[src/rtl/safas_pkg.sv]
// Shared types and helpers for the task dispatcher: task/deadline widths, FSM state
// encoding, and deadline field extract/insert on a task word.
package safas_pkg;

  localparam int TASK_W = 40;
  localparam int DL_W   = 16;

  typedef enum logic [1:0] {IDLE, POP, OFFER, SETTLE} dispatch_state_t;

  // Task word is carried in a 64-bit container so the helpers serve any TASK_W <= 64.
  function automatic logic [63:0] dl_get(input logic [63:0] t, input int tw, input int dw);
    logic [63:0] m;
    m = (64'd1 << dw) - 64'd1;
    return (t >> (tw - dw)) & m;
  endfunction

  function automatic logic [63:0] dl_put(input logic [63:0] t, input logic [63:0] d,
                                         input int tw, input int dw);
    logic [63:0] m;
    m = ((64'd1 << dw) - 64'd1) << (tw - dw);
    return (t & ~m) | ((d << (tw - dw)) & m);
  endfunction

endpackage

[src/rtl/task_dispatcher_rr_arbiter.sv]
// Combinational round-robin arbiter: first set req bit at or after ptr, wrapping NC-1 -> 0.
module rr_arbiter #(
  parameter  int NC = 4,
  localparam int PW = (NC > 1) ? $clog2(NC) : 1
) (
  input  logic [NC-1:0] req,
  input  logic [PW-1:0] ptr,
  output logic [NC-1:0] gnt
);

  always_comb begin
    logic          found;
    logic [PW-1:0] idx;
    gnt   = '0;
    found = 1'b0;
    idx   = '0;
    for (int i = 0; i < NC; i++) begin
      idx = PW'((int'(ptr) + i) % NC);
      if (!found && req[idx]) begin
        gnt[idx] = 1'b1;
        found    = 1'b1;
      end
    end
  end

endmodule

[src/rtl/task_dispatcher.sv]
// Pops the earliest-deadline task from the insertion queue and offers it to one idle core.
// Optional expired-task drop is enabled with `define DISPATCH_MISS_DROP_EN.
module task_dispatcher #(
  parameter int W    = 41,
  parameter int DL_W = 16,
  parameter int NC   = 4
) (
  input  logic          clk,
  input  logic          rst,
  input  logic [W-2:0]  q_data,
  input  logic          q_empty,
  output logic          q_rd,
  input  logic          subtract,
  input  logic [NC-1:0] core_idle,
  input  logic [NC-1:0] core_rdy,
  output logic [NC-1:0] core_vld,
  output logic [W-2:0]  core_task,
  output logic          busy,
  output logic          miss_pulse,
  output logic [15:0]   miss_cnt
);
  import safas_pkg::*;

  localparam int TW = W - 1;
  localparam int PW = (NC > 1) ? $clog2(NC) : 1;

  dispatch_state_t state, nxt;
  logic [TW-1:0]   hold_reg;
  logic [NC-1:0]   tgt, gnt;
  logic [PW-1:0]   rr_ptr, rr_nxt;
  logic [DL_W-1:0] hold_dl;
  logic            latch, accept, age, drop;

  rr_arbiter #(.NC(NC)) u_arb (.req(core_idle), .ptr(rr_ptr), .gnt(gnt));

  assign hold_dl = DL_W'(dl_get(64'(hold_reg), TW, DL_W));
  assign latch   = (state == IDLE) && !q_empty && |core_idle;
  assign accept  = (state == OFFER) && |(core_rdy & tgt);
  // The queue ages its own contents on the latch cycle, so only POP/OFFER age hold_reg.
  assign age     = subtract && ((state == POP) || (state == OFFER));

`ifdef DISPATCH_MISS_DROP_EN
  assign drop = (state == POP) && (hold_dl == '0);

  always_ff @(posedge clk or negedge rst) begin
    if (!rst)                            miss_cnt <= '0;
    else if (drop && miss_cnt != 16'hFFFF) miss_cnt <= miss_cnt + 16'd1;
  end
`else
  assign drop     = 1'b0;
  assign miss_cnt = '0;
`endif

  assign q_rd       = latch;
  assign miss_pulse = drop;
  assign busy       = (state != IDLE);
  assign core_vld   = (state == OFFER) ? tgt : '0;
  assign core_task  = (state == OFFER) ? hold_reg : '0;

  always_comb begin
    nxt = state;
    case (state)
      IDLE:    if (latch) nxt = POP;
      POP:     nxt = drop ? SETTLE : OFFER;
      OFFER:   if (accept) nxt = SETTLE;
      SETTLE:  nxt = IDLE;
      default: nxt = IDLE;
    endcase
  end

  always_comb begin
    rr_nxt = '0;
    for (int i = 0; i < NC; i++)
      if (tgt[i]) rr_nxt = (i == NC - 1) ? '0 : PW'(i + 1);
  end

  always_ff @(posedge clk or negedge rst) begin
    if (!rst) state <= IDLE;
    else      state <= nxt;
  end

  always_ff @(posedge clk or negedge rst) begin
    if (!rst) begin
      hold_reg <= '0;
      tgt      <= '0;
      rr_ptr   <= '0;
    end else begin
      if (latch) begin
        hold_reg <= q_data;
        tgt      <= gnt;
      end else if (age && hold_dl != '0) begin
        hold_reg <= TW'(dl_put(64'(hold_reg), 64'(hold_dl - 1'b1), TW, DL_W));
      end
      if (accept) rr_ptr <= rr_nxt;
    end
  end

endmodule

[config.mk]
export PLATFORM = sky130hd
export DESIGN_NAME = task_dispatcher
export DESIGN_NICKNAME = d
export VERILOG_FILES = /design/src/rtl/safas_pkg.sv /design/src/rtl/task_dispatcher_rr_arbiter.sv /design/src/rtl/task_dispatcher.sv
export SDC_FILE = /design/constraint.sdc
export NUM_CORES = 1
export LEC_CHECK = 0
export ABC_AREA = 1
export BUFFER_PORTS_ARGS = -buffer_cell sky130_fd_sc_hd__buf_4
export CAP_MARGIN = 10
export CORE_MARGIN = 2
export CORE_UTILIZATION = 30
export CTS_BUF_LIST = sky130_fd_sc_hd__clkbuf_8
export CTS_CLUSTER_SIZE = 40
export DETAILED_ROUTE_END_ITERATION = 6
export PLACE_DENSITY_LB_ADDON = 0.08
export SYNTH_ARGS = -nofsm -noshare
export SYNTH_HDL_FRONTEND = slang
export SYNTH_SLANG_ARGS = --single-unit
[constraint.sdc]
create_clock -name clk -period 1.9 [get_ports clk]
set_input_delay 0.19 -clock clk [delete_from_list [all_inputs] [get_ports clk]]
set_output_delay 0.19 -clock clk [all_outputs]
set_load 0.05 [all_outputs]
==> results.md, run 1 <==
Outcome:
- The flow ran to the end, and the final reports show no timing, DRC or antenna violations.

Yosys:
- The synthesized area per cell is 6.48 um2.
- After synthesis the netlist holds a flip-flop and latch count of 48.
- The share of the Yosys chip area taken by registers is 35.2%.
- In the synthesized netlist, the cells that appear most often are 212 x sky130_fd_sc_hd__nand2_1, 84 x sky130_fd_sc_hd__inv_1, 48 x sky130_fd_sc_hd__dfrtp_1.
- The cell type contributing the most total cell area after synthesis is sky130_fd_sc_hd__dfrtp_1.
- The share of the synthesized area in the top cell type is 35.2%.
- Yosys printed 0 warnings.
- The netlist uses 30 different library cells.
- Synthesis produced 527 cells.
- The fraction of registers with async set or reset after synthesis is 100%.
- Counting flops with a built-in enable in the synthesized netlist gives 0.
- The top flip-flop cell by instance count after synthesis is sky130_fd_sc_hd__dfrtp_1.
- Ranked by total cell area, the synthesized netlist is headed by sky130_fd_sc_hd__dfrtp_1 35%, sky130_fd_sc_hd__nand2_1 23%, sky130_fd_sc_hd__inv_1 9.2%.
- The cell area that synthesis handed to floorplanning was 3420 um2.
- In the post-synthesis netlist, the cell with the most instances is sky130_fd_sc_hd__nand2_1.

Floorplanning:
- In this run the vertical extent of the chip is 111 um.
- The total area inside the core boundary comes to 11,000 um2.
- The floorplan die area is 12,300 um2.
- The placement row count is 38.
- The initial cell density of the core is 31.1%.
- For this design the top-level I/O count stands at 115.
- The die is 111 um wide.

Critical path:
- The data required time at the worst endpoint is 1.71 ns.
- In this design, the stage delay of the slowest critical-path cell is 0.40 ns.
- In this run the worst path has a maximum fanout of 17.
- Broken down by cell family, the worst path's largest delay share belongs to buffers and inverters.
- Traced cell by cell, the critical path runs through inv_1 > ha_1 > inv_1 > nor2_2 > nand2_2 > clkinv_4 > buf_12 > buf_8.
- The arrival time reported for the critical path endpoint is 1.59 ns.
- The worst setup slack for register-to-register paths is 0.20 ns.
- The nature of the critical path endpoint is a primary output.
- Among all stages on the critical path, the largest delay is contributed by sky130_fd_sc_hd__dfrtp_1.
- The kind of launch point of the worst setup path is a register.
- Among the stages of the critical path, the cell type that occurs most often is sky130_fd_sc_hd__inv_1.
- The start-to-end type of the worst setup path is reg2out.
- Together, buffers and inverters on the worst path number 5.

Hold path:
- The tightest min-delay check is of the in2reg type.

STA:
- The final number of max-transition violations is 0.
- The relative slew slack is 57.1%.
- The post-route worst setup slack is 0.122 ns.
- The number of hold violations in the final report is 0.
- The final-report setup violation count is 0.
- The worst path in the final design needs a cycle of 1.78 ns, including I/O delays and setup.
- Timing would allow up to 562 MHz.
- The worst path uses 93.6% of the clock period.
- The worst clock skew is 0.0110 ns.
- The actual slew at the worst max-slew pin is 0.643 ns.

Power and ir drop:
- Across the VDD grid, the largest voltage drop is 657 uV.
- The analysis attributes to cell leakage a power of 2.70 nW.
- The power per cell area is 1780 nW/um2.

Placement:
- Routability-driven placement finished with a final weighted congestion of 0.880.
- After legalization and detailed placement, the total HPWL measured 6960 um.
- The worst slack at placement is 0.167 ns.
- The number of port buffers is 97.

GRT:
- The first global-routing pass estimated 16,000 um of wire.
- Entering global routing, the biggest net connects 49 pins.
- The number of antenna violations at the first check in global routing is 0.
- After global routing the overflow that remains totals 0.
- The global-route usage over all layers is 15.7%.
- The via count of the first global-routing pass is 3,452.

Cells and area:
- The number of nets in the layout is 690.
- Of the cells placed in the final design, the portion with a size suffix greater than 1 is 23.4%.
- The flip-flop count of the largest register after layout is 40.
- Compared with the post-synthesis result, the final layout area differs by 31.4%.
- The count of fill cells added during filler insertion is 1,214.
- The share of the core filled with cells is 40.9%.
- The antenna diode count is 0.

Route:
- The iteration count of the initial detailed-routing pass is 4.
- The final layout contains routed wiring with a total length of 9320 um.
- Dividing the detail-routed wire length by the instance count gives 12.1 um.
- Across all layers, the routed design uses 3,345 vias.
- The count of unresolved DRC violations after routing is 0.
- The detail route stage leaves a number of antenna-violating nets equal to 0.
- The routed via count divided by cell count is 4.35.
- The number of violations reported at the end of detailed-routing iteration 0 is 140.

Clocking:
- The largest buffer count on any clock path is 2.
- The clock latency on the worst-skew pair is 0.31 ns.
- The CTS root buffer is sky130_fd_sc_hd__clkbuf_8.
- Buffers inserted during clock tree synthesis total 5.
- The clock sink total is 48.
- The level count of the clock H-tree is 2.
- The clock transition at the registers of the reported paths is 0.10 ns.
- The clock tree from TritonCTS is done.

Run:
- The reported max-cap violation count is 0.
-- layout make-up --
| class | instances | area, um2 | share of cell area, % |
|---|---|---|---|
| clock buffer | 5 | 68.8 | 1.53 |
| clock inverter | 3 | 68.8 | 1.53 |
| inverter | 89 | 342 | 7.61 |
| multi-input combinational | 373 | 1740 | 38.7 |
| sequential | 48 | 1200 | 26.8 |
| tap | 140 | 175 | 3.90 |
| timing repair buffer | 111 | 897 | 20.0 |
-- power by group --
group	internal [mW]	switching, mW
Sequential	1.50	0.392
Combinational	1.67	3.50
Clock	0.531	0.388
Total	3.71	4.28
-- stage by stage --
stage	area, um2	setup TNS, ns	std cells	power [mW]	hold slack [ns]
after floorplan	3480	0	543	5.62	-0.106
after global placement	4250	0	756	6.96	0.270
after detailed placement	4250	0	756	7.00	0.263
after CTS	4450	-0.0417	766	8.05	0.0620
after global routing	4490	-0.000504	769	8.73	0.0623
final	4490	0	769	7.98	0.0664
-- metal layers --
metal / wire length, um / GRT usage (%)
met2: 4650 / 28.1
met3: 412 / 2.95
met4: 64 / 2.83
met1: 4200 / 19.8
met5: 0 / 0
-- cell families after synthesis --
family,count (synthesis),synth area share [%]
and+or+nand+nor,318,40.2
buffers and inverters,122,16.5
DFF,48,35.2
AOI/OAI and AO/OA,27,4.10
adders and majority gates,10,3.66
xor gates and xnor gates,1,0.256
other,1,0.110
-- worst reg2reg max path: stages (launching register included) --
cell	delay [ns]
sky130_fd_sc_hd__dfrtp_1	0.37
sky130_fd_sc_hd__inv_2	0.07
sky130_fd_sc_hd__ha_1	0.20
sky130_fd_sc_hd__inv_1	0.10
sky130_fd_sc_hd__nor2_2	0.05
sky130_fd_sc_hd__nand2_2	0.11
sky130_fd_sc_hd__clkinv_4	0.08
sky130_fd_sc_hd__buf_4	0.14
sky130_fd_sc_hd__bufbuf_16	0.28
sky130_fd_sc_hd__nand2_1	0.06
sky130_fd_sc_hd__nand2_1	0.04
sky130_fd_sc_hd__nand2_1	0.06
sky130_fd_sc_hd__o21ai_1	0.06
-- what timing repair did --
action,in CTS,in global routing
gates cloned,1,0
hold buffers,1,0
buffers inserted,0,3
endpoints found under the hold margin,48,0
endpoints found under the setup margin,37,36
pin swaps,0,1
gates resized for setup,5,6
-- final timing paths --
kind	from	to	cells past startpoint
max in group asynchronous	rst	rr_ptr[1]$_DFFE_PN0P_	2
worst max-delay path	state[1]$_DFFE_PN0P_	q_rd	8
worst max register to register	state[0]$_DFFE_PN0P_	hold_reg[26]$_DFFE_PN0P_	12
worst min-delay path	q_data[22]	hold_reg[22]$_DFFE_PN0P_	3
worst min register to register	hold_reg[10]$_DFFE_PN0P_	hold_reg[10]$_DFFE_PN0P_	2
min in group asynchronous	rst	hold_reg[24]$_DFFE_PN0P_	2
-- cell usage in the layout (no fill, tap or decap), types with 2 or more instances in the layout --
master / count
sky130_fd_sc_hd__buf_4: 105
sky130_fd_sc_hd__nor2_1: 40
sky130_fd_sc_hd__nand2_4: 5
sky130_fd_sc_hd__nand3_4: 2
sky130_fd_sc_hd__bufinv_16: 2
sky130_fd_sc_hd__o211ai_1: 2
sky130_fd_sc_hd__nand4_1: 2
sky130_fd_sc_hd__nand3_1: 39
sky130_fd_sc_hd__nor2_2: 3
sky130_fd_sc_hd__inv_1: 83
sky130_fd_sc_hd__nor2_4: 2
sky130_fd_sc_hd__dfrtp_1: 47
sky130_fd_sc_hd__a21oi_1: 2
sky130_fd_sc_hd__conb_1: 17
sky130_fd_sc_hd__nand2_1: 212
sky130_fd_sc_hd__ha_1: 9
sky130_fd_sc_hd__o21ai_0: 15
sky130_fd_sc_hd__nand2_2: 5
sky130_fd_sc_hd__clkbuf_8: 5
sky130_fd_sc_hd__or2_0: 2
sky130_fd_sc_hd__o21ai_1: 8
sky130_fd_sc_hd__or2_2: 2
sky130_fd_sc_hd__buf_12: 2
sky130_fd_sc_hd__inv_2: 4
Power figures use the tool's default switching activity.
==> run 2: changes to the inputs <==
--- a/config.mk
+++ b/config.mk
@@ -10,3 +10,3 @@
 export CAP_MARGIN = 10
-export CORE_MARGIN = 2
+export CORE_MARGIN = 4
 export CORE_UTILIZATION = 30
--- a/constraint.sdc
+++ b/constraint.sdc
@@ -3,2 +3,2 @@
 set_output_delay 0.19 -clock clk [all_outputs]
-set_load 0.05 [all_outputs]
+set_load 0.02 [all_outputs]
==> run 2 against run 1 <==
Against the previous run:
- fmax decreased by 0.57%
- sequential share of layout area about the same
- critical path type unchanged
- clock power decreased by 15%
- largest power group unchanged
- combinational power decreased by 16%
- non-clock buffer count increased by 2
- setup slack got worse by 0.010 ns
==> results.md, run 2 (same netlist as run 1, synthesis figures left out) <==
Route:
- The routed via count divided by cell count is 4.37 (+0.46%).
- The routed metal-1 wire length is 4230 um (+0.88%).
- The length of routed met2 wiring is 4680 um (+0.77%).
- The number of violations reported at the end of detailed-routing iteration 0 came to 95 (-32%).
- The count of unresolved DRC violations after routing is 0 (unchanged).
- The total number of vias came to 3,369 (+0.72%).
- The wire length on met3 came to 567 um (+38%).
- In this run the top signal layer used is met4.
- The post-detailed-route count of antenna-violating nets was 0 (unchanged).
- The total wire length came to 9540 um (+2.4%).
- The iteration count of the initial detailed-routing pass came to 7 (+3).
- The wire length per cell came to 12.4 um (+2.1%).

Power and ir drop:
- The internal portion of total power is 3.56 mW (-4.1%).
- The fraction of power consumed by combinational cells is 61.9% (-2.8 points).
- The net switching power of the design was 3.45 mW (-19%).
- The worst voltage drop across the vdd grid is 524 uV (-20%).
- The switching portion of total power came to 49.2% (-4.4 points).
- The power per cell area is 1560 nW/um2 (-12%).
- The static power due to leakage is 2.70 nW (about the same).
- The overall power after layout is 7.00 mW (-12%).
- The register share of total power is 26.9% (+3.1 points).
- The part of the power in the clock network is 11.2% (-0.3 points).

Clocking:
- The number of buffers created by CTS came to 5 (unchanged).
- The clock latency on the worst-skew pair is 0.31 ns (about the same).
- The level count of the clock H-tree is 2 (unchanged).
- TritonCTS built the clock tree.
- The clock sink total is 48 (unchanged).
- The root buffer cell chosen for the clock tree is sky130_fd_sc_hd__clkbuf_8.
- The clock transition at the registers of the reported paths is 0.09 ns (about the same).
- The largest buffer count on any clock path was 2 (unchanged).

GRT:
- The total congestion overflow is 0 (unchanged).
- The global-route wire length before repair came to 15,500 um (-3.4%).
- The pin count of the biggest net entering global routing was 49 (unchanged).
- The global-route usage over all layers came to 14.3% (-1.3 points).
- The number of antenna violations at the first check in global routing is 0 (unchanged).
- The via count of the first global-routing pass came to 3,295 (-4.5%).

STA:
- The worst clock skew came to 0.0102 ns (-0.000794 ns).
- The share of the clock period used by the worst path is 94.1% (+0.54 points).
- Setup repair after global routing left no endpoint under its margin.
- The number of hold violations in the final report is 0 (unchanged).
- The fmax is 559 MHz (-0.57%).
- The relative slew slack is 57.7% (+0.59 points).
- The final-report setup violation count was 0 (unchanged).
- The total negative slack is 0 ns (unchanged).
- The final number of max-transition violations was 0 (unchanged).
- The final critical delay including setup and external delays came to 1.79 ns (+0.0103 ns).
- The actual slew at the worst max-slew pin is 0.634 ns (-0.00891 ns).
- The post-route worst setup slack is 0.112 ns (-0.0103 ns).

Floorplanning:
- The I/O pin total is 115 (unchanged).
- The die height was 115 um (+3.6%).
- The die width is 115 um (+3.6%).
- The initial cell density of the core came to 31.1% (unchanged).
- The floorplan die area was 13,200 um2 (+7.4%).
- The placement row count is 38 (unchanged).
- The core footprint is 11,000 um2 (unchanged).

Cells and area:
- The post-route standard cell area excluding fillers came to 4490 um2 (about the same).
- The flip-flop count of the largest register after layout is 40 (unchanged).
- In the layout the commonest cells are 212 x sky130_fd_sc_hd__nand2_1, 107 x sky130_fd_sc_hd__buf_4, 83 x sky130_fd_sc_hd__inv_1, 48 x sky130_fd_sc_hd__dfrtp_1.
- The antenna diode count is 0 (unchanged).
- The number of nets in the layout is 692 (+0.29%).
- The area overhead of the layout relative to synthesis is 31.5% (about the same).
- The library cell used most frequently in the layout, excluding fill and tap cells, is sky130_fd_sc_hd__nand2_1.
- The ratio of cells with drive above 1 in the final layout is 23.9% (+0.56 points).

Run:
- The reported max-cap violation count came to 0 (unchanged).

Critical path:
- The data required time at the worst endpoint is 1.71 ns (about the same).
- The maximum net fanout on the critical path is 11 (-6).
- The longest individual stage delay on the worst path came to 0.38 ns (-0.02 ns).
- The critical register-to-register path startpoint is rr_ptr[1]$_DFFE_PN0P_.
- The dominant delay contributor by cell family on the critical path is buffers and inverters.
- The slowest cell on the critical path is sky130_fd_sc_hd__dfrtp_1.
- The kind of launch point of the worst setup path is a register.
- The arrival time reported for the critical path endpoint is 1.60 ns (about the same).
- The worst setup path is captured at a primary output.
- The first element of the critical path is state[0]$_DFFE_PN0P_.
- The sum of buffers and inverters on the critical path is 5 (unchanged).
- The critical path in this run is classified as reg2out.
- The critical path goes through inv_2 > ha_1 > inv_1 > nor2_2 > nand2_2 > clkinv_4 > buf_12 > buf_4.

Hold path:
- The worst hold path class is in2reg.
- The worst hold path startpoint is q_data[6].

Placement:
- The post-place instance area is 4240 um2 (-0.29%).
- The worst slack at placement was 0.146 ns (-0.0205 ns).
- The estimated wirelength of the detail-placed design was 7000 um (+0.47%).
- The number of port buffers is 97 (unchanged).
- The final weighted congestion in routability-driven placement is 0.848 (-3.6%).

Outcome:
- The flow ran to the end, and the final reports show no timing, DRC or antenna violations.
run 2: changes by cell type in the layout (fill, tap and decap cells not counted), sizes merged:
| cell | delta |
|---|---|
| buf | +1 |
| bufinv | -1 |
| clkbuf | +1 |
| clkinvlp | +1 |
run 2: worst register-to-register path, delay by kind of cell (launching register included):
kind                       cells  cell delay (ns)
DFF                            1             0.46
and+or+nand+nor                7             0.59
buffers and inverters          3             0.25
adders and majority gates      1             0.35
run 2: final timing paths:
| check | endpoint | slack (ns) | cells after the start |
|---|---|---|---|
| hold reg to reg | hold_reg[22]$_DFFE_PN0P_ | 0.49 | 2 |
| hold / removal | hold_reg[6]$_DFFE_PN0P_ | 0.07 | 3 |
| setup / recovery | q_rd | 0.11 | 8 |
| min in group asynchronous | hold_reg[25]$_DFFE_PN0P_ | 0.43 | 2 |
| setup reg to reg | tgt[2]$_DFFE_PN0N_ | 0.18 | 11 |
| max in group asynchronous | state[1]$_DFFE_PN0P_ | 1.03 | 2 |
run 2: metrics by stage:
step	instances	util, %	hold slack [ns]
after global routing	771	40.9	0.0637
after CTS	766	40.1	0.0566
after global placement	756	38.6	0.263
final	771	40.9	0.0717
after detailed placement	756	38.6	0.267
after floorplan	543	-	-0.106
run 2: power by group through the flow:
stage	sequential [mW]	clock (mW)	combinational, mW
3_5_place_dp	1.90	0	4.18
5_1_grt	1.96	0.858	4.93
6_report	1.88	0.782	4.34
2_1_floorplan	1.80	0	2.97
3_3_place_gp	1.89	0	4.18
4_1_cts	1.88	0.814	4.26
run 2: metal layers:
metal  up-vias  global-route usage (%)
met2        92                    24.3
met1      1530                    18.9
li1       1741                       -
met3         6                    2.75
met4         0                    3.36
met5         -                       0
run 2: area by class of cell:
| class | count | area (um2) |
|---|---|---|
| clock inverter | 3 | 46.3 |
| multi-input combinational | 373 | 1750 |
| tap | 140 | 175 |
| sequential | 48 | 1200 |
| inverter | 89 | 342 |
| timing repair buffer | 113 | 913 |
| fill | 1224 | 6490 |
| clock buffer | 5 | 68.8 |
run 2: repair_timing:
item | CTS | global route
setup endpoints to repair | 23 | 54
hold endpoints to repair | 48 | 0
setup buffers | 0 | 4
resized for setup | 2 | 9
pin swaps | 0 | 1
cloned | 1 | 1
hold buffers | 1 | 0
==> run 3: changes to the inputs <==
Settings changed: CORE_UTILIZATION 30 to 26, CTS_CLUSTER_DIAMETER from default to 60, SKIP_LAST_GASP from default to 1.
==> run 3 against run 2 <==
Against the previous run:
- sequential power about the same
- setup slack improved by 0.014 ns
- sequential share of layout area is 0.11 points lower
- final area grew 0.42%
- via count decreased by 0.45%
- clock power fell by 2%
- combinational power about the same
- cell count is 4.3% higher
- critical endpoint unchanged
- largest power group unchanged
==> results.md, run 3 (same netlist as run 1, synthesis figures left out) <==
GRT:
- The pin count of the biggest net entering global routing came to 49 (unchanged).
- The via count of the first global-routing pass was 3,241 (-1.6%).
- The total congestion overflow is 0 (unchanged).
- The global-route wire length before repair came to 15,700 um (+1.3%).
- The global-route usage over all layers is 13.0% (-1.4 points).
- The number of antenna violations at the first check in global routing is 0 (unchanged).

STA:
- The hold slack was 0.0643 ns (-0.00744 ns).
- The fmax is 564 MHz (+0.79%).
- The final critical delay including setup and external delays was 1.77 ns (-0.0139 ns).
- The number of hold violations in the final report came to 0 (unchanged).
- The relative slew slack came to 56.5% (-1.2 points).
- The final number of max-transition violations came to 0 (unchanged).
- The final-report setup violation count is 0 (unchanged).
- The share of the clock period used by the worst path is 93.4% (-0.73 points).
- The actual slew at the worst max-slew pin is 0.652 ns (+0.0185 ns).
- The total negative slack is 0 ns (unchanged).
- The worst clock skew is 0.0109 ns (+0.000625 ns).
- Setup repair after global routing left no endpoint under its margin.

Placement:
- The estimated wirelength of the detail-placed design is 7350 um (+5.0%).
- The final weighted congestion in routability-driven placement was 0.803 (-5.3%).
- The total instance count after detailed placement is 790 (+4.5%).
- The number of port buffers was 97 (unchanged).
- The post-place instance area is 4290 um2 (+1.3%).

Critical path:
- The arrival time reported for the critical path endpoint came to 1.58 ns (-0.02 ns).
- STA classifies the critical path startpoint as a register.
- The worst setup slack for register-to-register paths was 0.16 ns (-0.02 ns).
- The first element of the critical path is state[0]$_DFFE_PN0P_.
- The maximum net fanout on the critical path is 10 (-1).
- The nature of the critical path endpoint is a primary output.
- The data required time at the worst endpoint is 1.71 ns (about the same).
- The setup path with the least slack is of type reg2out.
- The cell count of the worst reg-to-reg path is 11 (unchanged).
- The startpoint identified for the worst register-to-register timing path is rr_ptr[1]$_DFFE_PN0P_.
- In this run the critical register-to-register path is captured at tgt[3]$_DFFE_PN0N_.

Cells and area:
- Leaving out fill and tap cells, the most frequent cell in the layout is sky130_fd_sc_hd__nand2_1.
- In the layout the commonest cells are 212 x sky130_fd_sc_hd__nand2_1, 109 x sky130_fd_sc_hd__buf_4, 83 x sky130_fd_sc_hd__inv_1, 48 x sky130_fd_sc_hd__dfrtp_1.
- The antenna diode count is 0 (unchanged).
- The area growth from synthesis to layout is 32.0%.
- The number of nets in the layout was 693 (+0.14%).
- The ratio of cells with drive above 1 in the final layout is 23.7% (-0.20 points).
- The post-route standard cell area excluding fillers is 4510 um2 (+0.42%).
- The post-route non-filler standard cell count is 804 (+4.3%).
- The flip-flop count of the largest register after layout is 40 (unchanged).

Clocking:
- The tree is rooted in a sky130_fd_sc_hd__clkbuf_8.
- The level count of the clock H-tree is 2 (unchanged).
- The clock transition at the registers of the reported paths is 0.10 ns (about the same).
- The number of buffers created by CTS is 5 (unchanged).
- The largest buffer count on any clock path is 2 (unchanged).
- The clock sink total was 48 (unchanged).
- TritonCTS built the clock tree.
- The clock latency on the worst-skew pair is 0.31 ns (about the same).

Route:
- The total wire length is 9840 um (+3.1%).
- The number of violations reported at the end of detailed-routing iteration 0 came to 152 (+60%).
- The count of unresolved DRC violations after routing is 0 (unchanged).
- The total number of vias came to 3,354 (-0.45%).
- The wire length per cell was 12.2 um (-1.1%).
- The iteration count of the initial detailed-routing pass is 4 (-3).
- The post-detailed-route count of antenna-violating nets is 0 (unchanged).
- The routed via count divided by cell count is 4.17 (-4.5%).

Outcome:
- The flow ran to the end, and the final reports show no timing, DRC or antenna violations.

Floorplanning:
- The die height came to 123 um (+6.9%).
- The I/O pin total was 115 (unchanged).
- The initial cell density of the core is 26.9% (-4.3 points).
- The die width is 123 um (+6.9%).
- The placement row count was 41 (+7.9%).
- The core footprint is 12,700 um2 (+16%).
- The floorplan die area was 15,000 um2 (+14%).

Hold path:
- The path with the worst hold slack has its endpoint at hold_reg[22]$_DFFE_PN0P_.
- The worst hold path begins at q_data[22].
- The cell count of the worst hold path was 3 (unchanged).
- The worst hold path class is in2reg.

Run:
- The reported max-cap violation count is 0 (unchanged).

Power and ir drop:
- The power per cell area is 1540 nW/um2 (-1.1%).
- The static power due to leakage is 2.70 nW (+0.14%).
- The worst voltage drop across the vdd grid was 489 uV (-6.7%).
[run 3: changes by cell type in the layout (fill, tap and decap cells not counted), sizes merged]
cell and change:
clkinv +1, clkinvlp -1, buf +1
[run 3: how the worst max path moves through the flow]
stage | end | slack (ns) | cells past startpoint
floorplan | tgt[0]$_DFFE_PN0N_ | 0.25 | 11
global placement | hold_reg[34]$_DFFE_PN0P_ | 0.18 | 11
detailed placement | hold_reg[34]$_DFFE_PN0P_ | 0.12 | 10
CTS | q_rd | 0.01 | 8
global route | q_rd | 0.009 | 8
finish | q_rd | 0.13 | 8
[run 3: report_power, final]
part           total (mW)  switching (mW)  internal, mW
sequential           1.88           0.373          1.50
clock               0.763           0.376         0.386
combinational        4.31            2.68          1.64
total                6.95            3.43          3.53
[run 3: final cells by class]
class	instances	area, um2
flip-flops and latches	48	1200
clock inverters	3	38.8
inverters	89	342
multi-input cells	373	1730
repair buffers	114	917
well taps	172	215
clock buffers	5	68.8
fillers	1461	8210
[run 3: metal layers]
metal,part of all wire [%],GRT usage [%]
met5,0,0
met4,1.3,3.43
met2,47,21.7
met3,5.6,3.09
met1,46,16.8
[run 3: metrics by stage]
stage	utilization [%]	total power [mW]	worst slack, ns
floorplan	-	4.77	0.253
global placement	33.7	6.11	0.178
detailed placement	33.7	6.14	0.122
CTS	35.0	7.00	0.0107
global route	35.5	7.67	0.00918
finish	35.5	6.95	0.125
[run 3: timing repair]
action	4_1_cts	5_1_grt
gates resized for setup	2	7
endpoints found under the hold margin	48	0
gates cloned	1	1
pin swaps	0	3
hold buffers	1	0
setup buffers	1	2
endpoints found under the setup margin	1	16
[run 3: worst max-delay path, stage by stage, from the launching register on]
cell and delay (ns):
sky130_fd_sc_hd__dfrtp_1 0.37, sky130_fd_sc_hd__inv_2 0.06, sky130_fd_sc_hd__ha_1 0.19, sky130_fd_sc_hd__inv_1 0.10, sky130_fd_sc_hd__nor2_2 0.06, sky130_fd_sc_hd__nand2_2 0.12, sky130_fd_sc_hd__clkinv_4 0.08, sky130_fd_sc_hd__buf_12 0.14
sky130_fd_sc_hd__buf_4 0.15
